`src/rtl/mask_match_sequencer.sv`:
```
// Intersects weight/activation sparsity masks and streams the matched positions
// as beats of up to MAX_NUM_OUTPUT ascending indices, one block at a time.
module mask_match_sequencer #(
  parameter int BITMASK_LENGTH = 16,
  parameter int INDEX_BITWIDTH = 4,
  parameter int MAX_NUM_OUTPUT = 2
) (
  input  logic                                     clock,
  input  logic                                     reset,
  input  logic                                     ivalid,
  output logic                                     oready,
  input  logic [BITMASK_LENGTH-1:0]                bitmaskW,
  input  logic [BITMASK_LENGTH-1:0]                bitmaskA,
  input  logic                                     isLast,
  output logic                                     ovalid,
  input  logic                                     iready,
  output logic [MAX_NUM_OUTPUT*INDEX_BITWIDTH-1:0] outIndices,
  output logic [1:0]                               outCount,
  output logic                                     outLast
);

  typedef enum logic {IDLE, SCAN} state_t;

  state_t                                   state_q, state_d;
  logic [BITMASK_LENGTH-1:0]                mask_q, mask_d;
  logic                                     last_q, last_d;
  logic                                     ovalid_q, ovalid_d;
  logic [MAX_NUM_OUTPUT*INDEX_BITWIDTH-1:0] idx_q, idx_d;
  logic [1:0]                               cnt_q, cnt_d;
  logic                                     olast_q, olast_d;

  // stage[n] is the mask with its n lowest set bits already peeled off.
  logic [MAX_NUM_OUTPUT:0][BITMASK_LENGTH-1:0] stage;
  logic [MAX_NUM_OUTPUT-1:0]                   lane_hit;
  logic [MAX_NUM_OUTPUT*INDEX_BITWIDTH-1:0]    beat_idx;
  logic [1:0]                                  beat_cnt;
  logic [BITMASK_LENGTH-1:0]                   remaining;

  function automatic logic [INDEX_BITWIDTH-1:0] lowest_set(input logic [BITMASK_LENGTH-1:0] m);
    lowest_set = '0;
    for (int i = BITMASK_LENGTH - 1; i >= 0; i--) begin
      if (m[i]) lowest_set = INDEX_BITWIDTH'(i);
    end
  endfunction

  assign stage[0] = mask_q;

  generate
    for (genvar gi = 0; gi < MAX_NUM_OUTPUT; gi++) begin : g_lane
      assign lane_hit[gi]                                  = |stage[gi];
      assign stage[gi+1]                                   = stage[gi] & (stage[gi] - BITMASK_LENGTH'(1));
      assign beat_idx[gi*INDEX_BITWIDTH +: INDEX_BITWIDTH] = lane_hit[gi] ? lowest_set(stage[gi]) : '0;
    end
  endgenerate

  assign remaining = stage[MAX_NUM_OUTPUT];

  always_comb begin
    beat_cnt = '0;
    for (int l = 0; l < MAX_NUM_OUTPUT; l++) begin
      beat_cnt = beat_cnt + {1'b0, lane_hit[l]};
    end
  end

  always_comb begin
    state_d  = state_q;
    mask_d   = mask_q;
    last_d   = last_q;
    ovalid_d = ovalid_q;
    idx_d    = idx_q;
    cnt_d    = cnt_q;
    olast_d  = olast_q;

    if (ovalid_q && iready) ovalid_d = 1'b0;

    case (state_q)
      IDLE: begin
        if (ivalid) begin
          mask_d  = bitmaskA & bitmaskW;
          last_d  = isLast;
          state_d = SCAN;
        end
      end
      SCAN: begin
        // Load only into an empty or currently draining output register.
        if (!ovalid_q || iready) begin
          ovalid_d = 1'b1;
          idx_d    = beat_idx;
          cnt_d    = beat_cnt;
          mask_d   = remaining;
          if (remaining == '0) begin
            olast_d = last_q;
            state_d = IDLE;
          end else begin
            olast_d = 1'b0;
          end
        end
      end
      default: state_d = IDLE;
    endcase
  end

  always_ff @(posedge clock) begin
    if (reset) begin
      state_q  <= IDLE;
      mask_q   <= '0;
      last_q   <= 1'b0;
      ovalid_q <= 1'b0;
      idx_q    <= '0;
      cnt_q    <= '0;
      olast_q  <= 1'b0;
    end else begin
      state_q  <= state_d;
      mask_q   <= mask_d;
      last_q   <= last_d;
      ovalid_q <= ovalid_d;
      idx_q    <= idx_d;
      cnt_q    <= cnt_d;
      olast_q  <= olast_d;
    end
  end

  assign oready     = (state_q == IDLE) && !reset;
  assign ovalid     = ovalid_q;
  assign outIndices = idx_q;
  assign outCount   = cnt_q;
  assign outLast    = olast_q;

endmodule
```
`config.mk`:
```
export PLATFORM = sky130hd
export DESIGN_NAME = mask_match_sequencer
export DESIGN_NICKNAME = d
export VERILOG_FILES = /design/src/rtl/mask_match_sequencer.sv
export SDC_FILE = /design/constraint.sdc
export NUM_CORES = 1
export LEC_CHECK = 0
export BUFFER_PORTS_ARGS = -buffer_cell sky130_fd_sc_hd__buf_2
export CORE_MARGIN = 2
export CORE_UTILIZATION = 59
export CTS_BUF_LIST = sky130_fd_sc_hd__clkbuf_16
export CTS_CLUSTER_DIAMETER = 100
export CTS_CLUSTER_SIZE = 12
export DETAILED_ROUTE_END_ITERATION = 6
export MAX_ROUTING_LAYER = met4
export PLACE_DENSITY_LB_ADDON = 0.08
export SYNTH_ARGS = -nofsm -noshare
export SYNTH_HDL_FRONTEND = slang
export SYNTH_SLANG_ARGS = --single-unit
```
`constraint.sdc`:
```
create_clock -name clock -period 4.44 [get_ports clock]
set_input_delay 0.222 -clock clock [delete_from_list [all_inputs] [get_ports clock]]
set_output_delay 0.222 -clock clock [all_outputs]
set_load 0.03 [all_outputs]
```
==> results_dict.tcl, run 1 <==
set metrics [dict create \
    final_min_period_over_clock_period 0.706 \
    fmax_mhz 319 \
    r2r_slack_ps 1300 \
    drt-initial-drc-count 306 \
    cpMaxStageDelayCell "sky130_fd_sc_hd__o41ai_2" \
    timing.critical_path.slowest_cell_delay_ps 750 \
    worst_ir_drop_vdd_mv 0.272 \
    cts_htree_levels 2 \
    clock-skew-final_ps 8.37 \
    final-max-slew-violation-count 0 \
    insertedDiodeCount 0 \
    synthMuxAreaShare 0.00449 \
    cts_tree "done" \
    worst-endpoint-required_ps 4610 \
    core_um2 3630 \
    finalSetupViolations 0 \
    number_of_warnings_issued_by_yosys 0 \
    fin_setup_tns_ps 0 \
    synth.top_cell.area_share 0.269 \
    synth_commonest_cells "sky130_fd_sc_hd__nor2_1, sky130_fd_sc_hd__a21oi_1, sky130_fd_sc_hd__nand2_1" \
    final-instance-count-excl-fill 386 \
    synth_most_common_cell "sky130_fd_sc_hd__nor2_1" \
    crit-reg2reg-capture "outLast$_SDFFE_PP0P_" \
    clk_pin_slew_worst_paths_ps 50 \
    cellLeakagePower_nw 1.00 \
    clk_latency_ps 280 \
    post-dp-hpwl_um 4520 \
    ys_seq_elements 30 \
    fp-row-count 22 \
    rd_place_congestion 0.943 \
    clockBufferDepth 2 \
    critical_path_buf_inv_count 0 \
    number_of_antenna_violations_at_the_first_check_in_global_routing 0 \
    startpoint_type "register" \
    status "finished clean" \
    setup_ws_ps 1300 \
    cp_cell_sequence "or4_1 > nor3_2 > o41ai_2 > nor2_1 > a211oi_1 > nor2_1 > a41o_1" \
    drc 0 \
    worst_reg_to_reg_cells 7 \
    routed-via-count 2435 \
    primary_ff_master_synth "sky130_fd_sc_hd__dfxtp_1" \
    synthArstFlopShare 0 \
    synth.distinct_cells 62 \
    worst_path_dominant_cell_family "compound AO/OA/AOI/OAI gates" \
    grt_first_pass_wirelength_um 10300 \
    synth_sequential_area_ratio 0.269 \
    synth-edff-count 0 \
    netlist.top_cell.by_area "sky130_fd_sc_hd__dfxtp_1" \
    rsz0062_at_grt "false" \
    post_synthesis_share_of_cell_area_spent_on_full_adders_half_adders_and_majority_gates 0.0286 \
    preCtsSetupSlack_ps 1400 \
    timing.max_slew.rel_slack 0.484 \
    path_class "register to register" \
    post-place-cells 380 \
    fin_crit_ps 3140 \
    regArea_um2 601 \
    mean_number_of_vias_per_cell 6.31 \
    synth.net_count 348 \
    finalPower_mw 0.949 \
    multiInputGateArea_um2 1480 \
    syn_area_per_cell_um2 7.19 \
    rr_startpoint "mask_q[0]$_SDFFE_PP0P_" \
    ant_nets 0 \
    synth.area.top_cells "sky130_fd_sc_hd__dfxtp_1, sky130_fd_sc_hd__nor2_1, sky130_fd_sc_hd__a21oi_1" \
    finalHoldViolations 0 \
    critPathLaunch "mask_q[0]$_SDFFE_PP0P_" \
    groute.usage.overall 0.324 \
    cts-buffers-inserted 5 \
    cts_setup_buffers 0 \
    cts_root_buffer "sky130_fd_sc_hd__clkbuf_16" \
    hold_class "input pin to register" \
    grt_remaining_overflow 0 \
    ports_placed_on_the_boundary 50 \
    ctsHoldBuffers 0 \
    initial_core_util 0.614 \
    nNetsFinal 377 \
    critPathArrivalTime_ps 3300 \
    wl_per_cell_um 16.3 \
    path_common_cell "sky130_fd_sc_hd__nor2_1" \
    whs_ps 187 \
    cp_max_fo 14 \
    numClockSinks 30 \
    grt_pass1_vias 2066 \
    cp.depth 7 \
    yosys.area_share.simple 0.278 \
    proportion_of_layout_cells_with_a_drive_suffix_above_1 0.210 \
    wirelength_um 6310 \
    nFillCells 328 \
    fp.dieW_um 65.5 \
    timing.critical_path.to_type "register" \
    grt_start_max_net_pins 32 \
    synth_compound_gate_area_share 0.343 \
    die_h_um 65.5 \
    cts_resized 0 \
    drt_pass1_iterations 5 \
    dieArea_um2 4290 \
    flow.area_growth_from_synthesis_pct 14.7 \
    port_buffers 49 \
    worst-slew-pin-transition_ps 765 \
    largest_family_of_logic_cells_by_synthesized_area "compound AO/OA/AOI/OAI gates" \
    setup.worst_path.end "outLast$_SDFFE_PP0P_" \
    syn_inst 310 \
    synthXorXnorAreaFrac 0.00786 \
    synth.cell_area_um2 2230 \
    max-cap-violations 0 \
    powerDensity_nw_per_um2 371 \
]
[worst min-delay path by stage]
stage                     slack [ps]                          to                        from  depth (start not counted)
after floorplan                  360         last_q$_SDFFE_PP0P_                      isLast                          2
after global placement           450  outIndices[0]$_SDFFE_PP0P_  outIndices[0]$_SDFFE_PP0P_                          2
after detailed placement         450  outIndices[6]$_SDFFE_PP0P_  outIndices[6]$_SDFFE_PP0P_                          2
after CTS                        180         last_q$_SDFFE_PP0P_                      isLast                          3
after global routing             220      mask_q[0]$_SDFFE_PP0P_                 bitmaskW[0]                          3
final                            190         last_q$_SDFFE_PP0P_                      isLast                          3
[per-layer routing]
metal  vias up  track usage  share of wire
li1       1202            -              -
met3        13       0.0582          0.094
met4         0       0.0859          0.014
met1      1090        0.472           0.45
met2       130        0.463           0.45
met5         -            -              0
[sequential cells by signal, indices dropped and copies added, names as in the netlist]
register	cells
state_q	1
mask_q	16
last_q	1
outCount	2
outLast	1
ovalid	1
outIndices	8
[logic make-up after synthesis]
group,Yosys count
AO/OA/AOI/OAI,110
XOR/XNOR,2
adder cells (fa/ha/maj),6
buffers and inverters,38
flip-flops,30
multiplexers,1
AND/OR/NAND/NOR,123
[metrics by stage]
step / instance area (µm²) / utilization
finish: 2560 / 0.704
floorplan: 2230 / -
CTS: 2560 / 0.704
global placement: 2430 / 0.668
global route: 2560 / 0.704
detailed placement: 2430 / 0.668
[report_power, final]
group | leakage, nW | total [mW] | internal [mW] | switching, mW
clock network | 0.0632 | 0.313 | 0.199 | 0.114
logic | 0.693 | 0.303 | 0.112 | 0.191
registers | 0.245 | 0.333 | 0.291 | 0.0422
total | 1.00 | 0.949 | 0.601 | 0.347
[worst min-delay path, cell delays in order]
cell	delay, ps
sky130_fd_sc_hd__buf_2	90
sky130_fd_sc_hd__nand2_1	40
sky130_fd_sc_hd__a21oi_1	50
[cells in the final DEF, fill, tap and decap left out, drive strengths merged, types with 3 or more instances in the layout]
cell,count
buf,50
nor2,45
nand2,32
a21oi,31
dfxtp,30
o21ai,14
nand3,11
a211oi,11
nor3,11
inv,9
a31oi,8
a32oi,8
nor4,8
clkbuf,5
maj3,5
o211ai,4
o22ai,3
nand4,3
o21a,3
o31ai,3
[area by class of cell]
type,count,share of cell area
flip-flops and latches,30,0.235
multi-input cells,242,0.578
clock inverters,1,0.00147
repair buffers,50,0.0988
well taps,48,0.0235
inverters,10,0.0147
clock buffers,5,0.0489
Power figures use the tool's default switching activity.
==> inputs of run 2 (changes only) <==
ABC_AREA = 1   (was default)
CORE_UTILIZATION = 48   (was 59)
clock period = 2.6 ns   (was 4.44 ns; I/O delays follow)
==> run 2 against run 1 <==
  * Die area is 7.3% higher
  * Clock-buffer cell count stayed put
  * Sequential power is 77% higher
  * Worst hold slack worse by 85 ps
  * Sequential cell count stayed put
  * Synthesized cell count is 0.97% lower
  * Critical path type unchanged
  * Largest power group is now combinational cells
  * Highest routed layer unchanged
==> results_dict.tcl, run 2 <==
set metrics [dict create \
    status "finished clean" \
    cp.depth 12 \
    die_h_um 67.8 \
    post-dp-hpwl_um 4280 \
    nFillCells 377 \
    cts-buffers-inserted 5 \
    setup.worst_path.end "outCount[0]$_SDFFE_PP0P_" \
    worst-slew-pin-transition_ps 435 \
    synthArstFlopShare 0 \
    cts_resized 0 \
    insertedDiodeCount 0 \
    ant_nets 0 \
    wl_per_cell_um 13.8 \
    mostFrequentLayoutCells "sky130_fd_sc_hd__nand2_1, sky130_fd_sc_hd__buf_2, sky130_fd_sc_hd__nor2_1, sky130_fd_sc_hd__inv_1, sky130_fd_sc_hd__dfxtp_1" \
    numClockSinks 30 \
    syn_inst 307 \
    worst_path_dominant_cell_family "simple AND/OR/NAND/NOR gates" \
    synth.cell_area_um2 1960 \
    grt_pass1_vias 1968 \
    synth_sequential_area_ratio 0.307 \
    clockBufferDepth 2 \
    synth_most_common_cell "sky130_fd_sc_hd__nand2_1" \
    cts_htree_levels 2 \
    crit-reg2reg-capture "outCount[0]$_SDFFE_PP0P_" \
    synth.area.top_cells "sky130_fd_sc_hd__dfxtp_1, sky130_fd_sc_hd__nand2_1, sky130_fd_sc_hd__a21oi_1" \
    number_of_antenna_violations_at_the_first_check_in_global_routing 0 \
    routed-via-count 2174 \
    nNetsFinal 396 \
    rd_place_congestion 0.931 \
    critPathArrivalTime_ps 2620 \
    path_common_cell "sky130_fd_sc_hd__nor2_1" \
    fin_setup_tns_ps 0 \
    fmax_mhz 408 \
    wirelength_um 5630 \
    ctsHoldBuffers 0 \
    grt_first_pass_wirelength_um 9100 \
    critPathLaunch "mask_q[5]$_SDFFE_PP0P_" \
    synth.net_count 345 \
    drt-initial-drc-count 159 \
    startpoint_type "register" \
    largest-register "mask_q" \
    groute.usage.overall 0.276 \
    syn_area_per_cell_um2 6.37 \
    final-max-slew-violation-count 0 \
    core_um2 3970 \
    grt_remaining_overflow 0 \
    preCtsSetupSlack_ps 230 \
    clk_latency_ps 280 \
    worst_ir_drop_vdd_mv 0.464 \
    primary_ff_master_synth "sky130_fd_sc_hd__dfxtp_1" \
    timing.max_slew.rel_slack 0.707 \
    proportion_of_layout_cells_with_a_drive_suffix_above_1 0.267 \
    rr_startpoint "mask_q[5]$_SDFFE_PP0P_" \
    timing.critical_path.to_type "register" \
    worst_reg_to_reg_cells 12 \
    most_common_cell_after_layout_fill_and_taps_aside "sky130_fd_sc_hd__nand2_1" \
    final_min_period_over_clock_period 0.942 \
    synth_commonest_cells "sky130_fd_sc_hd__nand2_1, sky130_fd_sc_hd__nor2_1, sky130_fd_sc_hd__inv_1" \
    synth.distinct_cells 33 \
    cts_setup_buffers 0 \
    finalHoldViolations 0 \
    finalSetupViolations 0 \
    drt_pass1_iterations 5 \
    grt_start_max_net_pins 25 \
    clock-skew-final_ps 4.53 \
    r2r_slack_ps 150 \
    drc 0 \
    synth-edff-count 0 \
    critical_path_buf_inv_count 0 \
    cpMaxStageDelayCell "sky130_fd_sc_hd__dfxtp_1" \
    cp_max_fo 5 \
    synth.top_cell.area_share 0.307 \
    fp-row-count 23 \
    cts_tree "done" \
    mean_number_of_vias_per_cell 5.32 \
    fp.dieW_um 67.8 \
    setup_ws_ps 150 \
    netlist.top_cell.by_area "sky130_fd_sc_hd__dfxtp_1" \
    hold_class "input pin to register" \
    rsz0062_at_grt "false" \
    fin_crit_ps 2450 \
    clk_pin_slew_worst_paths_ps 50 \
    multiInputGateArea_um2 1170 \
    cellLeakagePower_nw 1.19 \
    flow.area_growth_from_synthesis_pct 23.2 \
    worst-endpoint-required_ps 2770 \
    dieArea_um2 4600 \
    powerDensity_nw_per_um2 851 \
    max-cap-violations 0 \
    timing.critical_path.slowest_cell_delay_ps 360 \
    ys_seq_elements 30 \
    largest_register_ff_count 16 \
    cp_cell_sequence "nor2_1 > nand2_1 > nor2_1 > nand3_1 > nand2_2 > nand4_2 > nor2_4 > nand2_1 > or2_2 > ha_1 > o21ai_0 > nor2_1" \
    number_of_warnings_issued_by_yosys 0 \
    port_buffers 49 \
    initial_core_util 0.492 \
    path_class "register to register" \
    ports_placed_on_the_boundary 50 \
    cts_root_buffer "sky130_fd_sc_hd__clkbuf_16" \
    regArea_um2 601 \
]
-- run 2: changes by cell type in the layout (fill, tap and decap cells not counted), moves of 5 or more --
cell / change
sky130_fd_sc_hd__a211oi_1: -10
sky130_fd_sc_hd__a32oi_1: -8
sky130_fd_sc_hd__inv_1: +22
sky130_fd_sc_hd__inv_2: +8
sky130_fd_sc_hd__nand2_1: +36
sky130_fd_sc_hd__nand2_2: +8
sky130_fd_sc_hd__nand3_1: +7
sky130_fd_sc_hd__nor2_1: -8
sky130_fd_sc_hd__nor2_4: +5
sky130_fd_sc_hd__nor3_1: -10
sky130_fd_sc_hd__o21ai_0: +12
-- run 2: logic make-up (layout without fill, tap and decap cells) --
group | after synthesis | count (layout) | share of synthesized area
fa+ha+maj | 1 | 1 | 0.00640
buf+inv | 50 | 102 | 0.0979
flops | 30 | 30 | 0.307
simple gates | 151 | 151 | 0.363
compound gates | 75 | 75 | 0.225
-- run 2: worst reg2reg max path, cell delays in order (launching register included) --
cell	delay (ps)
sky130_fd_sc_hd__dfxtp_1	360
sky130_fd_sc_hd__nor2_1	250
sky130_fd_sc_hd__nand2_1	80
sky130_fd_sc_hd__nor2_1	210
sky130_fd_sc_hd__nand3_1	130
sky130_fd_sc_hd__nand2_2	110
sky130_fd_sc_hd__nand4_2	160
sky130_fd_sc_hd__nor2_4	170
sky130_fd_sc_hd__nand2_1	100
sky130_fd_sc_hd__or2_2	300
sky130_fd_sc_hd__ha_1	270
sky130_fd_sc_hd__o21ai_0	160
sky130_fd_sc_hd__nor2_1	50
-- run 2: report_power, final --
group          internal (mW)  leakage (nW)  switching, mW
sequential             0.527         0.247         0.0642
clock                  0.349        0.0672          0.212
combinational          0.306         0.874          0.592
total                   1.18          1.19          0.868
-- run 2: worst min-delay path by stage --
stage,to,slack (ps),depth (start not counted),startpoint
2_1_floorplan,state_q$_SDFF_PP0_,280,2,ivalid
3_3_place_gp,state_q$_SDFF_PP0_,390,3,ivalid
3_5_place_dp,state_q$_SDFF_PP0_,390,3,ivalid
4_1_cts,state_q$_SDFF_PP0_,100,3,ivalid
5_1_grt,state_q$_SDFF_PP0_,130,3,ivalid
6_report,state_q$_SDFF_PP0_,100,3,ivalid
-- run 2: routing by layer --
| metal | global-route usage | vias up | wire, µm |
|---|---|---|---|
| met1 | 0.364 | 947 | 2520 |
| met2 | 0.413 | 107 | 2470 |
| met4 | 0.0975 | 0 | 132 |
| met5 | - | - | 0 |
| li1 | - | 1107 | - |
| met3 | 0.0658 | 13 | 506 |
-- run 2: per-stage QoR --
| stage | std cells | util | hold WS [ps] | power, mW | area [µm²] |
|---|---|---|---|---|---|
| 2_1_floorplan | 307 | - | 276 | 1.23 | 1960 |
| 3_3_place_gp | 401 | 0.569 | 388 | 1.48 | 2260 |
| 3_5_place_dp | 401 | 0.569 | 386 | 1.47 | 2260 |
| 4_1_cts | 409 | 0.605 | 102 | 2.03 | 2400 |
| 5_1_grt | 409 | 0.606 | 128 | 2.19 | 2410 |
| 6_report | 409 | 0.606 | 102 | 2.05 | 2410 |
-- run 2: cell type report --
| cell class | count | area share |
|---|---|---|
| multi-input cells | 227 | 0.486 |
| flip-flops and latches | 30 | 0.249 |
| repair buffers | 54 | 0.117 |
| inverters | 40 | 0.0629 |
| clock buffers | 5 | 0.0519 |
| well taps | 50 | 0.0260 |
| clock inverters | 3 | 0.00675 |
==> inputs of run 3 (changes only) <==
BUFFER_PORTS_ARGS = -buffer_cell sky130_fd_sc_hd__buf_4   (was -buffer_cell sky130_fd_sc_hd__buf_2)
==> run 3 against run 2 <==
  * Final cell count fell by 0.24%
  * Clock-buffer cell count is the same
  * Critical path type unchanged
  * Worst hold slack better by 0.64 ps
  * Clock skew decreased by 0.54 ps
  * Die area unchanged
  * Non-clock buffer count unchanged
  * Highest routed layer unchanged
  * Final area rose by 5.6%
  * Wire length fell by 0.69%
  * Sequential share of layout area shrank 1.3 points
  * Clock power is 14% higher
==> results_dict.tcl, run 3 (synthesis gave the netlist of run 2 again) <==
set metrics [dict create \
    status "finished clean" \
    rd_place_congestion 1.06 \
    ant_nets 0 \
    timing.max_slew.rel_slack 0.625 \
    routed-via-count 2144 \
    cts_resized 0 \
    cts_root_buffer "sky130_fd_sc_hd__clkbuf_16" \
    finalPower_mw 2.15 \
    clockBufferDepth 2 \
    setup_ws_ps 238 \
    flow.area_growth_from_synthesis_pct 30.0 \
    wirelength_um 5590 \
    final-max-slew-violation-count 0 \
    largest-register "mask_q" \
    rsz0062_at_grt "false" \
    mostFrequentLayoutCells "sky130_fd_sc_hd__nand2_1, sky130_fd_sc_hd__buf_4, sky130_fd_sc_hd__nor2_1, sky130_fd_sc_hd__inv_1, sky130_fd_sc_hd__dfxtp_1" \
    groute.usage.overall 0.269 \
    hold_class "input pin to register" \
    drt-initial-drc-count 176 \
    final_min_period_over_clock_period 0.908 \
    grt_remaining_overflow 0 \
    ports_placed_on_the_boundary 50 \
    finalSetupViolations 0 \
    fp-row-count 23 \
    cpMaxStageDelayCell "sky130_fd_sc_hd__dfxtp_1" \
    cts_tree "done" \
    clk_latency_ps 270 \
    fp.dieW_um 67.8 \
    post-place-cells 401 \
    powerDensity_nw_per_um2 846 \
    proportion_of_layout_cells_with_a_drive_suffix_above_1 0.265 \
    cts-buffers-inserted 5 \
    preCtsSetupSlack_ps 286 \
    cp_cell_sequence "nor2_1 > nand2_2 > inv_2 > nand2_1 > inv_2 > nor2_2 > inv_1 > nand4_2 > nor2_4 > nand2_1 > or2_2 > ha_1 > o21ai_0 > nor2_1" \
    cts_htree_levels 2 \
    worst_path_dominant_cell_family "simple AND/OR/NAND/NOR gates" \
    insertedDiodeCount 0 \
    core_um2 3970 \
    path_class "register to register" \
    worst_ir_drop_vdd_mv 0.513 \
    drt_pass1_iterations 5 \
    cts_setup_buffers 0 \
    cp_max_fo 5 \
    clk_pin_slew_worst_paths_ps 50 \
    numClockSinks 30 \
    fin_crit_ps 2360 \
    wl_per_cell_um 13.7 \
    fmax_mhz 423 \
    critPathArrivalTime_ps 2530 \
    drc 0 \
    nNetsFinal 396 \
    initial_core_util 0.492 \
    timing.critical_path.slowest_cell_delay_ps 350 \
    post-dp-hpwl_um 4430 \
    ctsHoldBuffers 0 \
    largest_register_ff_count 16 \
    final_core_utilization 0.640 \
    grt_pass1_vias 1874 \
    number_of_antenna_violations_at_the_first_check_in_global_routing 0 \
    clock-skew-final_ps 3.99 \
    grt_first_pass_wirelength_um 8860 \
    startpoint_type "register" \
    mean_number_of_vias_per_cell 5.25 \
    port_buffers 49 \
    finalHoldViolations 0 \
    max-cap-violations 0 \
    fin_setup_tns_ps 0 \
    dieArea_um2 4600 \
    worst-endpoint-required_ps 2770 \
    die_h_um 67.8 \
    most_common_cell_after_layout_fill_and_taps_aside "sky130_fd_sc_hd__nand2_1" \
    final-instance-count-excl-fill 408 \
    critical_path_buf_inv_count 3 \
    grt_start_max_net_pins 25 \
    cellLeakagePower_nw 1.23 \
    timing.critical_path.to_type "register" \
    worst-slew-pin-transition_ps 561 \
]
==> run 3: changes by cell type in the layout (fill, tap and decap cells not counted) <==
cell,delta
sky130_fd_sc_hd__buf_2,-49
sky130_fd_sc_hd__buf_4,+49
sky130_fd_sc_hd__bufinv_16,+1
sky130_fd_sc_hd__clkinv_2,-1
sky130_fd_sc_hd__clkinvlp_4,-1
sky130_fd_sc_hd__nor3_2,+1
sky130_fd_sc_hd__nor3_4,-1
==> run 3: power by group <==
part,switching [mW],internal [mW]
Sequential,0.0696,0.528
Clock,0.195,0.442
Combinational,0.584,0.333
Total,0.849,1.30
==> run 3: cell type report <==
type,count,area [µm²]
inverters,40,151
well taps,50,62.6
flip-flops and latches,30,601
clock buffers,5,125
clock inverters,2,33.8
fillers,371,1430
repair buffers,54,405
multi-input cells,227,1160
==> run 3: through the flow <==
stage / hold slack, ps / cell area (µm²)
floorplan: 276 / 1960
global placement: 383 / 2380
detailed placement: 383 / 2380
CTS: 101 / 2540
global route: 124 / 2540
finish: 103 / 2540
==> run 3: worst register-to-register path, delay by kind of cell, from the launching register on <==
kind                       cells  cell delay, ps
adders and majority gates      1             280
DFF                            1             350
and+or+nand+nor                9            1180
buffers and inverters          3             300
AOI/OAI and AO/OA              1             150
==> run 3: metal layers <==
metal / GRT usage / vias to the layer above / part of all wire
li1: - / 1105 / -
met4: 0.0600 / 0 / 0.0057
met1: 0.373 / 971 / 0.49
met3: 0.0493 / 4 / 0.054
met2: 0.408 / 64 / 0.45
met5: - / - / 0
==> run 3: path summary, 6_finish.rpt <==
kind,from,to,slack (ps),depth (start not counted)
worst min-delay path,isLast,last_q$_SDFFE_PP0P_,100,3
worst max register to register,mask_q[2]$_SDFFE_PP0P_,outCount[0]$_SDFFE_PP0P_,240,14
worst max-delay path,mask_q[2]$_SDFFE_PP0P_,outCount[0]$_SDFFE_PP0P_,240,14
worst min register to register,outIndices[0]$_SDFFE_PP0P_,outIndices[0]$_SDFFE_PP0P_,460,2
